===== config.mk =====
export PLATFORM = sky130hd
export DESIGN_NAME = prog_counter_bank_flat
export DESIGN_NICKNAME = d
export VERILOG_FILES = /design/src/rtl/prog_counter_bank_if.sv /design/src/rtl/prog_counter_bank.sv /design/src/flat_wrapper.sv
export SDC_FILE = /design/constraint.sdc
export NUM_CORES = 1
export LEC_CHECK = 0
export CORE_UTILIZATION = 35
export CTS_CLUSTER_DIAMETER = 40
export DETAILED_ROUTE_END_ITERATION = 10
export MAX_ROUTING_LAYER = met4
export REMOVE_ABC_BUFFERS = 1
export SLEW_MARGIN = 0
export SYNTH_ARGS = -nofsm -noshare
export SYNTH_HDL_FRONTEND = slang
export SYNTH_SLANG_ARGS = --single-unit

===== constraint.sdc =====
create_clock -name sclk -period 3.1 [get_ports sclk]
set_clock_uncertainty 0.05 [all_clocks]
set_input_delay 0.62 -clock sclk [delete_from_list [all_inputs] [get_ports sclk]]
set_output_delay 0.62 -clock sclk [all_outputs]
set_load 0.02 [all_outputs]

===== src/rtl/prog_counter_bank_if.sv =====
// Host register bus for prog_counter_bank: active-low strobes, address, split data.
// Read data returns registered one cycle after the sampled read strobe.
interface prog_counter_bank_if #(
  parameter int AW    = 4,
  parameter int CNT_W = 16
);
  logic             csq;
  logic             wrq;
  logic             rdq;
  logic [AW-1:0]    abus;
  logic [CNT_W-1:0] dbus_i;
  logic [CNT_W-1:0] dbus_o;
  logic             rd_vld;

  modport master (
    output csq, wrq, rdq, abus, dbus_i,
    input  dbus_o, rd_vld
  );

  modport slave (
    input  csq, wrq, rdq, abus, dbus_i,
    output dbus_o, rd_vld
  );
endinterface


===== src/rtl/prog_counter_bank.sv =====
// Bank of NUM_CH programmable down-counters (periodic / one-shot / square) with a register bus.
// Writes land on the sampled edge; reads return one cycle later; no backpressure.
module prog_counter_bank #(
  parameter  int NUM_CH = 4,
  parameter  int CNT_W  = 16,
  localparam int AW     = (($clog2(NUM_CH) > 1) ? $clog2(NUM_CH) : 1) + 2
) (
  input  logic                sclk,
  input  logic                rstq,
  prog_counter_bank_if.slave  bus,
  input  logic [NUM_CH-1:0]   gate,
  input  logic [NUM_CH-1:0]   tick,
  output logic [NUM_CH-1:0]   cout,
  output logic                irq
);

  localparam int CHW = AW - 2;

  localparam logic [1:0] REG_RELOAD = 2'd0;
  localparam logic [1:0] REG_CTRL   = 2'd1;
  localparam logic [1:0] REG_COUNT  = 2'd2;
  localparam logic [1:0] REG_STATUS = 2'd3;

  localparam logic [1:0] MODE_PERIODIC = 2'd0;
  localparam logic [1:0] MODE_ONESHOT  = 2'd1;
  localparam logic [1:0] MODE_SQUARE   = 2'd2;
  localparam logic [1:0] MODE_RSVD     = 2'd3;

  logic [CNT_W-1:0]  reload_q [NUM_CH];
  logic [CNT_W-1:0]  count_q  [NUM_CH];
  logic [1:0]        mode_q   [NUM_CH];
  logic [NUM_CH-1:0] en_q;
  logic [NUM_CH-1:0] ie_q;
  logic [NUM_CH-1:0] flag_q;
  logic [NUM_CH-1:0] cout_q;

  logic [CHW-1:0]    sel_ch;
  logic [1:0]        reg_sel;
  logic              wr_req;
  logic              rd_req;

  logic [NUM_CH-1:0] wr_reload;
  logic [NUM_CH-1:0] wr_ctrl;
  logic [NUM_CH-1:0] wr_stat;
  logic [NUM_CH-1:0] cnt_cyc;
  logic [NUM_CH-1:0] term;
  logic [CNT_W-1:0]  rd_mux;

  assign sel_ch  = bus.abus[AW-1:2];
  assign reg_sel = bus.abus[1:0];
  assign wr_req  = ~bus.csq & ~bus.wrq;
  // A simultaneous write strobe wins; the read is dropped.
  assign rd_req  = ~bus.csq & ~bus.rdq & bus.wrq;

  // Per-channel write decode and count qualification. A CTRL write cycle does
  // not count so the new configuration takes over cleanly on the next edge.
  always_comb begin
    wr_reload = '0;
    wr_ctrl   = '0;
    wr_stat   = '0;
    cnt_cyc   = '0;
    term      = '0;
    for (int c = 0; c < NUM_CH; c++) begin
      if (wr_req && (sel_ch == CHW'(c))) begin
        case (reg_sel)
          REG_RELOAD: wr_reload[c] = 1'b1;
          REG_CTRL:   wr_ctrl[c]   = 1'b1;
          REG_STATUS: wr_stat[c]   = 1'b1;
          default:    ;
        endcase
      end
      cnt_cyc[c] = en_q[c] & gate[c] & tick[c] & (mode_q[c] != MODE_RSVD) & ~wr_ctrl[c];
      term[c]    = cnt_cyc[c] & (count_q[c] == '0);
    end
  end

  always_ff @(posedge sclk or negedge rstq) begin
    if (!rstq) begin
      for (int c = 0; c < NUM_CH; c++) begin
        reload_q[c] <= '0;
        count_q[c]  <= '0;
        mode_q[c]   <= MODE_PERIODIC;
      end
      en_q   <= '0;
      ie_q   <= '0;
      flag_q <= '0;
      cout_q <= '0;
    end else begin
      for (int c = 0; c < NUM_CH; c++) begin
        if (cnt_cyc[c]) begin
          if (!term[c]) begin
            count_q[c] <= count_q[c] - CNT_W'(1);
          end else if (mode_q[c] == MODE_ONESHOT) begin
            en_q[c] <= 1'b0;
          end else begin
            count_q[c] <= reload_q[c];
          end
        end

        case (mode_q[c])
          MODE_PERIODIC: cout_q[c] <= term[c];
          MODE_ONESHOT:  if (term[c]) cout_q[c] <= 1'b1;
          MODE_SQUARE:   if (term[c]) cout_q[c] <= ~cout_q[c];
          default:       cout_q[c] <= 1'b0;
        endcase

        // A terminal event in the same cycle as a write-1-clear keeps the flag.
        flag_q[c] <= term[c] | (flag_q[c] & ~(wr_stat[c] & bus.dbus_i[0]));

        if (wr_ctrl[c]) begin
          en_q[c]   <= bus.dbus_i[0];
          mode_q[c] <= bus.dbus_i[2:1];
          ie_q[c]   <= bus.dbus_i[3];
          if (!en_q[c] && bus.dbus_i[0]) begin
            count_q[c] <= reload_q[c];
            cout_q[c]  <= 1'b0;
          end
        end

        // RELOAD write overrides whatever the count path decided this cycle.
        if (wr_reload[c]) begin
          reload_q[c] <= bus.dbus_i;
          count_q[c]  <= bus.dbus_i;
        end
      end
    end
  end

  always_comb begin
    rd_mux = '0;
    for (int c = 0; c < NUM_CH; c++) begin
      if (sel_ch == CHW'(c)) begin
        case (reg_sel)
          REG_RELOAD: rd_mux = reload_q[c];
          REG_CTRL:   rd_mux = CNT_W'({ie_q[c], mode_q[c], en_q[c]});
          REG_COUNT:  rd_mux = count_q[c];
          default:    rd_mux = CNT_W'(flag_q[c]);
        endcase
      end
    end
  end

  always_ff @(posedge sclk or negedge rstq) begin
    if (!rstq) begin
      bus.dbus_o <= '0;
      bus.rd_vld <= 1'b0;
    end else begin
      bus.dbus_o <= rd_req ? rd_mux : '0;
      bus.rd_vld <= rd_req;
    end
  end

  always_comb begin
    cout = '0;
    for (int c = 0; c < NUM_CH; c++) begin
      cout[c] = cout_q[c] & (mode_q[c] != MODE_RSVD);
    end
  end

  assign irq = |(flag_q & ie_q);

endmodule

===== src/flat_wrapper.sv =====
// flat-port wrapper written by rule: the top's interface ports become plain ports
module prog_counter_bank_flat 
#(
  parameter  int NUM_CH = 4,
  parameter  int CNT_W  = 16,
  localparam int AW     = (($clog2(NUM_CH) > 1) ? $clog2(NUM_CH) : 1) + 2
)
  (sclk, rstq, gate, tick, cout, irq, bus_csq, bus_wrq, bus_rdq, bus_abus, bus_dbus_i, bus_dbus_o, bus_rd_vld);
  prog_counter_bank_if #(.CNT_W(CNT_W)) bus_i ();
  input  logic sclk;
  input  logic rstq;
  input  logic [NUM_CH-1:0] gate;
  input  logic [NUM_CH-1:0] tick;
  output logic [NUM_CH-1:0] cout;
  output logic irq;
  input wire logic [$bits(bus_i.csq)-1:0] bus_csq;
  input wire logic [$bits(bus_i.wrq)-1:0] bus_wrq;
  input wire logic [$bits(bus_i.rdq)-1:0] bus_rdq;
  input wire logic [$bits(bus_i.abus)-1:0] bus_abus;
  input wire logic [$bits(bus_i.dbus_i)-1:0] bus_dbus_i;
  output wire logic [$bits(bus_i.dbus_o)-1:0] bus_dbus_o;
  output wire logic [$bits(bus_i.rd_vld)-1:0] bus_rd_vld;
  assign bus_i.csq = bus_csq;
  assign bus_i.wrq = bus_wrq;
  assign bus_i.rdq = bus_rdq;
  assign bus_i.abus = bus_abus;
  assign bus_i.dbus_i = bus_dbus_i;
  assign bus_dbus_o = bus_i.dbus_o;
  assign bus_rd_vld = bus_i.rd_vld;
  prog_counter_bank #(.NUM_CH(NUM_CH), .CNT_W(CNT_W)) u_core (.sclk(sclk), .rstq(rstq), .bus(bus_i), .gate(gate), .tick(tick), .cout(cout), .irq(irq));
endmodule

# After elaboration in Yosys (flattened, before gate mapping)
# Index checks and enable logic that the tools add are counted.
[word_totals]
ff_bits = 169
inputBits = 33
output_inout_bits = 22
word_cells = 224
[classes]
addsub = 4
eq_ne = 18
mux = 84
bitwise_logic = 55
n_reduce_logical = 39
[op_table]
columns = ["cell", "n"]
rows = [
  ["2-to-1 mux 16 bit", 29],
  ["case mux 16 bit (3 select lines)", 4],
  ["zero test 16 bit", 4],
  ["subtractor 16 x 1 -> 16 bit (second input constant)", 4],
  ["2-to-1 mux 1 bit", 47],
  ["AND 1 bit", 35],
  ["nonzero test 2 bit", 12],
  ["== test 2 bit (second input constant)", 8],
  ["inverter 1 bit", 15],
  ["== test 2 x 1 -> 1 bit (second input constant)", 6],
  ["zero test 2 bit", 6],
  ["case mux 1 bit (3 select lines)", 4],
  ["AND reduction 3 bit", 4],
  ["logical AND 1 bit", 8],
  ["!= test 2 bit (second input constant)", 4],
  ["AND 4 bit", 1],
  ["zero test 1 bit", 4],
  ["bitwise OR 1 bit", 4],
  ["OR reduction 4 bit", 1],
]

# Logic depth before layout (Yosys ltp)
[logic_depth]
word_depth = 12
ltp_mapped = 10
mapped_depth_nobuf = 8

# Worst setup path after synthesis
# OpenSTA, ideal clock, no wires.
[synth_path]
path_kind = "input port to flip-flop"
startpoint = "input port bus_abus[3]"
endpoint = "register u_core.count_q[45] (netlist bit)"
setup_time_ns = 0.126
arrival_ns = 2.292
required_time_ns = 2.924
path_slack_ns = 0.632
path_stages = 8
path_buffers = 3
path_cell_list = "buf_6 -> or4b_1 -> buf_2 -> or4_4 -> buf_6 -> nand2_2 -> a21oi_1 -> a221o_1"
[synth_via]
elab_chain_cells = 11
elab_cells_between_ends = 12
cone_classes = "eq/ne: 1; mux: 7; bitwise: 3; reduce/logical: 1"
[synth_lines]
columns = ["item", "line", "source"]
rows = [
  ["start: declaration", "flat_wrapper.sv:19", "input wire logic [$bits(bus_i.abus)-1:0] bus_abus;"],
  ["== test 2 x 1 -> 1 bit *", "prog_counter_bank.sv:64", "if (wr_req && (sel_ch == CHW'(c))) begin"],
  ["logical AND 1 bit *", "prog_counter_bank.sv:64", ""],
  ["2-to-1 mux 1 bit", "prog_counter_bank.sv:64", ""],
  ["inverter 1 bit", "prog_counter_bank.sv:72", "cnt_cyc[c] = en_q[c] & gate[c] & tick[c] & (mode_q[c] != MODE_RSVD) & ~wr_ctrl[c];"],
  ["AND 1 bit", "prog_counter_bank.sv:72", ""],
  ["AND 1 bit", "prog_counter_bank.sv:73", "term[c] = cnt_cyc[c] & (count_q[c] == '0);"],
  ["2-to-1 mux 16 bit", "prog_counter_bank.sv:91", "if (!term[c]) begin"],
  ["2-to-1 mux 16 bit", "prog_counter_bank.sv:90", "if (cnt_cyc[c]) begin"],
  ["2-to-1 mux 16 bit", "prog_counter_bank.sv:114", "if (!en_q[c] && bus.dbus_i[0]) begin"],
  ["2-to-1 mux 16 bit", "prog_counter_bank.sv:110", "if (wr_ctrl[c]) begin"],
  ["2-to-1 mux 16 bit *", "prog_counter_bank.sv:121", "if (wr_reload[c]) begin"],
  ["end signal: indexed assignment", "prog_counter_bank.sv:92", "count_q[c] <= count_q[c] - CNT_W'(1);"],
  ["end signal: indexed assignment", "prog_counter_bank.sv:115", "count_q[c] <= reload_q[c];"],
  ["end signal: indexed assignment", "prog_counter_bank.sv:123", "count_q[c] <= bus.dbus_i;"],
  ["end: declaration", "prog_counter_bank.sv:30", "logic [CNT_W-1:0] count_q [NUM_CH];"],
]
# Every way passes the cells marked *; elsewhere a longest branch is shown, timed or not.
# A chain may end at the register's enable or synchronous reset.

# Final worst setup path
[layout_path]
startpoint = "input port bus_wrq"
endpoint = "register u_core.count_q[20] (netlist bit)"
[layout_via]
elab_chain_cells = 12
elab_cells_between_ends = 13
cone_classes = "mux: 7; bitwise: 5; reduce/logical: 1"
[layout_lines]
columns = ["item", "line", "source"]
rows = [
  ["start: declaration", "flat_wrapper.sv:17", "input wire logic [$bits(bus_i.wrq)-1:0] bus_wrq;"],
  ["inverter 1 bit *", "prog_counter_bank.sv:51", "assign wr_req = ~bus.csq & ~bus.wrq;"],
  ["AND 1 bit *", "prog_counter_bank.sv:51", ""],
  ["logical AND 1 bit *", "prog_counter_bank.sv:64", ""],
  ["2-to-1 mux 1 bit", "prog_counter_bank.sv:64", ""],
  ["inverter 1 bit", "prog_counter_bank.sv:72", ""],
  ["AND 1 bit", "prog_counter_bank.sv:72", ""],
  ["AND 1 bit", "prog_counter_bank.sv:73", ""],
  ["2-to-1 mux 16 bit", "prog_counter_bank.sv:91", ""],
  ["2-to-1 mux 16 bit", "prog_counter_bank.sv:90", ""],
  ["2-to-1 mux 16 bit", "prog_counter_bank.sv:114", ""],
  ["2-to-1 mux 16 bit", "prog_counter_bank.sv:110", ""],
  ["2-to-1 mux 16 bit *", "prog_counter_bank.sv:121", ""],
]
# Marked as above.

==> results.yml <==
setup_path:
  crit_fanout: 8
  critPathCaptureType: "flop"
  required_ns: 3.40
  path_class: "primary input to flop"
  cp-start-kind: "primary input"
  arrival_ns: 2.98
  ff2ff_path_depth: 8
clock_tree:
  cts_resized: 0
  h-tree-depth: 4
  path_clk_slew_ns: 0.07
  ctsHoldBuffers: 0
  cts_sinks: 169
  root_buffer: "clkbuf_16"
  cts_inserted_buffers: 17
  cts_tree: "built"
  post_cts_buffers: 0
  insertion_delay_ns: 0.44
  cts_max_path_buffers: 2
global_route:
  grt-ovfl-total: 0
  grt_pass1_wl_mm: 60.3
  grt_pass1_vias: 9811
  antenna_found_initial: 0
  grt_max_degree: 56
  grt_usage: 0.261
final_layout:
  mostFrequentLayoutCells: "309 x nand2_1, 169 x dfrtp_1, 89 x buf_4"
  nNetsFinal: 1369
  drive_gt1_frac: 0.141
  fin_util: 0.426
  layout_commonest_cell: "nand2_1"
  synthToLayoutAreaGrowth_pct: 18.8
synth:
  synth.largest_area_cell: "dfrtp_1"
  syn-cell-area_um2: 10700
  synthArstFlopShare: 1.00
  synth_seq_area_share: 0.395
  yosysUniqueCellTypes: 86
  synth_area_leaders: "dfrtp_1 40%, nand2_1 11%, mux4_2 5.5%"
  synth_top_area_frac: 0.395
  syn_avg_cell_area_um2: 8.55
  yosys_warnings: 0
  synth_cells: 1252
  synth_edf_count: 0
  synth_ff_type: "dfrtp_1"
  ys_seq_elements: 169
floorplan:
  std_cell_rows: 63
  start_util: 0.358
  die_area_um2: 31300
  core_area_um2: 29900
  io_pins: 55
  die_x_um: 177
  die_h_um: 177
detailed_routing:
  drc: 0
  dr.pass1.iters: 5
  drtIter0Drc: 1351
  wirelength_mm: 38.6
  via_count: 10600
  via_per_inst: 6.11
  antenna_left: 0
  wire_per_inst_um: 22.3
place:
  hpwlAfterDp_mm: 28.3
  gp_congestion: 0.946
  io_buffers: 54
timing:
  rsz0062_at_grt: "no"
  fin_crit_ns: 2.69
  slew_violations: 0
  slew_headroom: 0.436
  max_freq_mhz: 372
  hold_viol_final: 0
  tightest_slew_ns: 0.844
  post-route-period-util: 0.867
  fin_setup_tns_ns: 0
  setup_viol: 0
outcome:
  outcome: "finished clean"
power:
  powerDensity_nw_per_um2: 657
  ir_drop_mv: 0.372
  p_leak_nw: 5.46
hold_path:
  hold_class: "primary input to asynchronous set/reset pin"
job:
  max_cap_violations: 0
==> registers in the layout (all words and copies together) (netlist names) <==
| name | flops |
|---|---|
| u_core.bus.dbus_o | 16 |
| u_core.bus.rd_vld | 1 |
| u_core.count_q | 64 |
| u_core.cout_q | 4 |
| u_core.en_q | 4 |
| u_core.flag_q | 4 |
| u_core.ie_q | 4 |
| u_core.mode_q | 8 |
| u_core.reload_q | 64 |
==> per-layer routing <==
layer | global-route usage | routed length (um)
met1 | 0.377 | 17600
met2 | 0.370 | 16600
met3 | 0.0352 | 3260
met4 | 0.0938 | 1110
met5 | - | 0
==> stage by stage <==
step	setup slack, ns	cells	instance area, um2	power, mW	hold WS [ns]
floorplan	0.349	1164	10300	4.74	0.274
global placement	0.0739	1699	12000	5.70	0.438
detailed placement	0.0132	1699	12000	5.74	0.448
CTS	0.452	1731	12700	8.31	0.0884
global route	0.135	1731	12700	8.76	0.107
finish	0.413	1732	12700	8.35	0.0758
==> critical path, cell delays in order <==
cell and delay [ns]:
clkdlybuf4s50_1 0.59, or4b_2 0.80, o211a_1 0.31, buf_4 0.16
o21ai_0 0.13, o31a_1 0.17, a21oi_1 0.04, o211ai_1 0.16
==> report_power, final <==
part           switching (mW)  internal (mW)
sequential              0.865           2.69
combinational            1.22           1.01
clock                   0.945           1.62
==> cells in the mapped netlist, types with 7 or more instances <==
master,count
a21oi_1,67
a221oi_1,13
a22oi_1,7
a31oi_1,16
and2_1,7
and3_1,14
buf_2,25
buf_4,7
clkbuf_1,47
dfrtp_1,169
ha_1,8
inv_1,17
mux2_2,15
mux2i_1,25
mux4_2,26
nand2_1,309
nand2b_1,8
nand3_1,36
nand4_1,7
nor2_1,68
nor3_1,35
nor4_1,20
o211ai_1,25
o21ai_0,81
o221ai_1,13
o22ai_1,24
o31ai_1,10
or3_1,12
or4_1,10
==> final timing paths <==
path | startpoint | slack (ns) | endpoint
setup reg to reg | u_core.count_q[0] | 0.43 | u_core.count_q[0]
max in group asynchronous | rstq | 2.03 | u_core.reload_q[6]
hold reg to reg | u_core.reload_q[55] | 0.46 | u_core.reload_q[55]
setup / recovery | bus_wrq | 0.41 | u_core.count_q[20]
hold / removal | rstq | 0.08 | u_core.count_q[10]
min in group sclk | u_core.reload_q[55] | 0.46 | u_core.reload_q[55]
==> area by class of cell <==
class,count,area [um2]
Antenna cell,1,2.50
Inverter,17,63.8
Fill cell,2904,17200
Clock buffer,20,447
Sequential cell,169,4230
Timing Repair Buffer,145,1240
Tap cell,390,488
Clock inverter,12,245
Multi-Input combinational cell,978,6000
==> cell families (layout without fill, tap and decap cells) <==
group	after synthesis	count (layout)	synth area share
XOR/XNOR	1	1	0.000819
other	0	1	0
multiplexers	67	67	0.0964
AND/OR/NAND/NOR	565	565	0.245
flip-flops	169	169	0.395
AO/OA/AOI/OAI	337	337	0.208
adder cells (fa/ha/maj)	8	8	0.00935
buffers and inverters	105	194	0.0443
(Power assumes the default switching activity.)
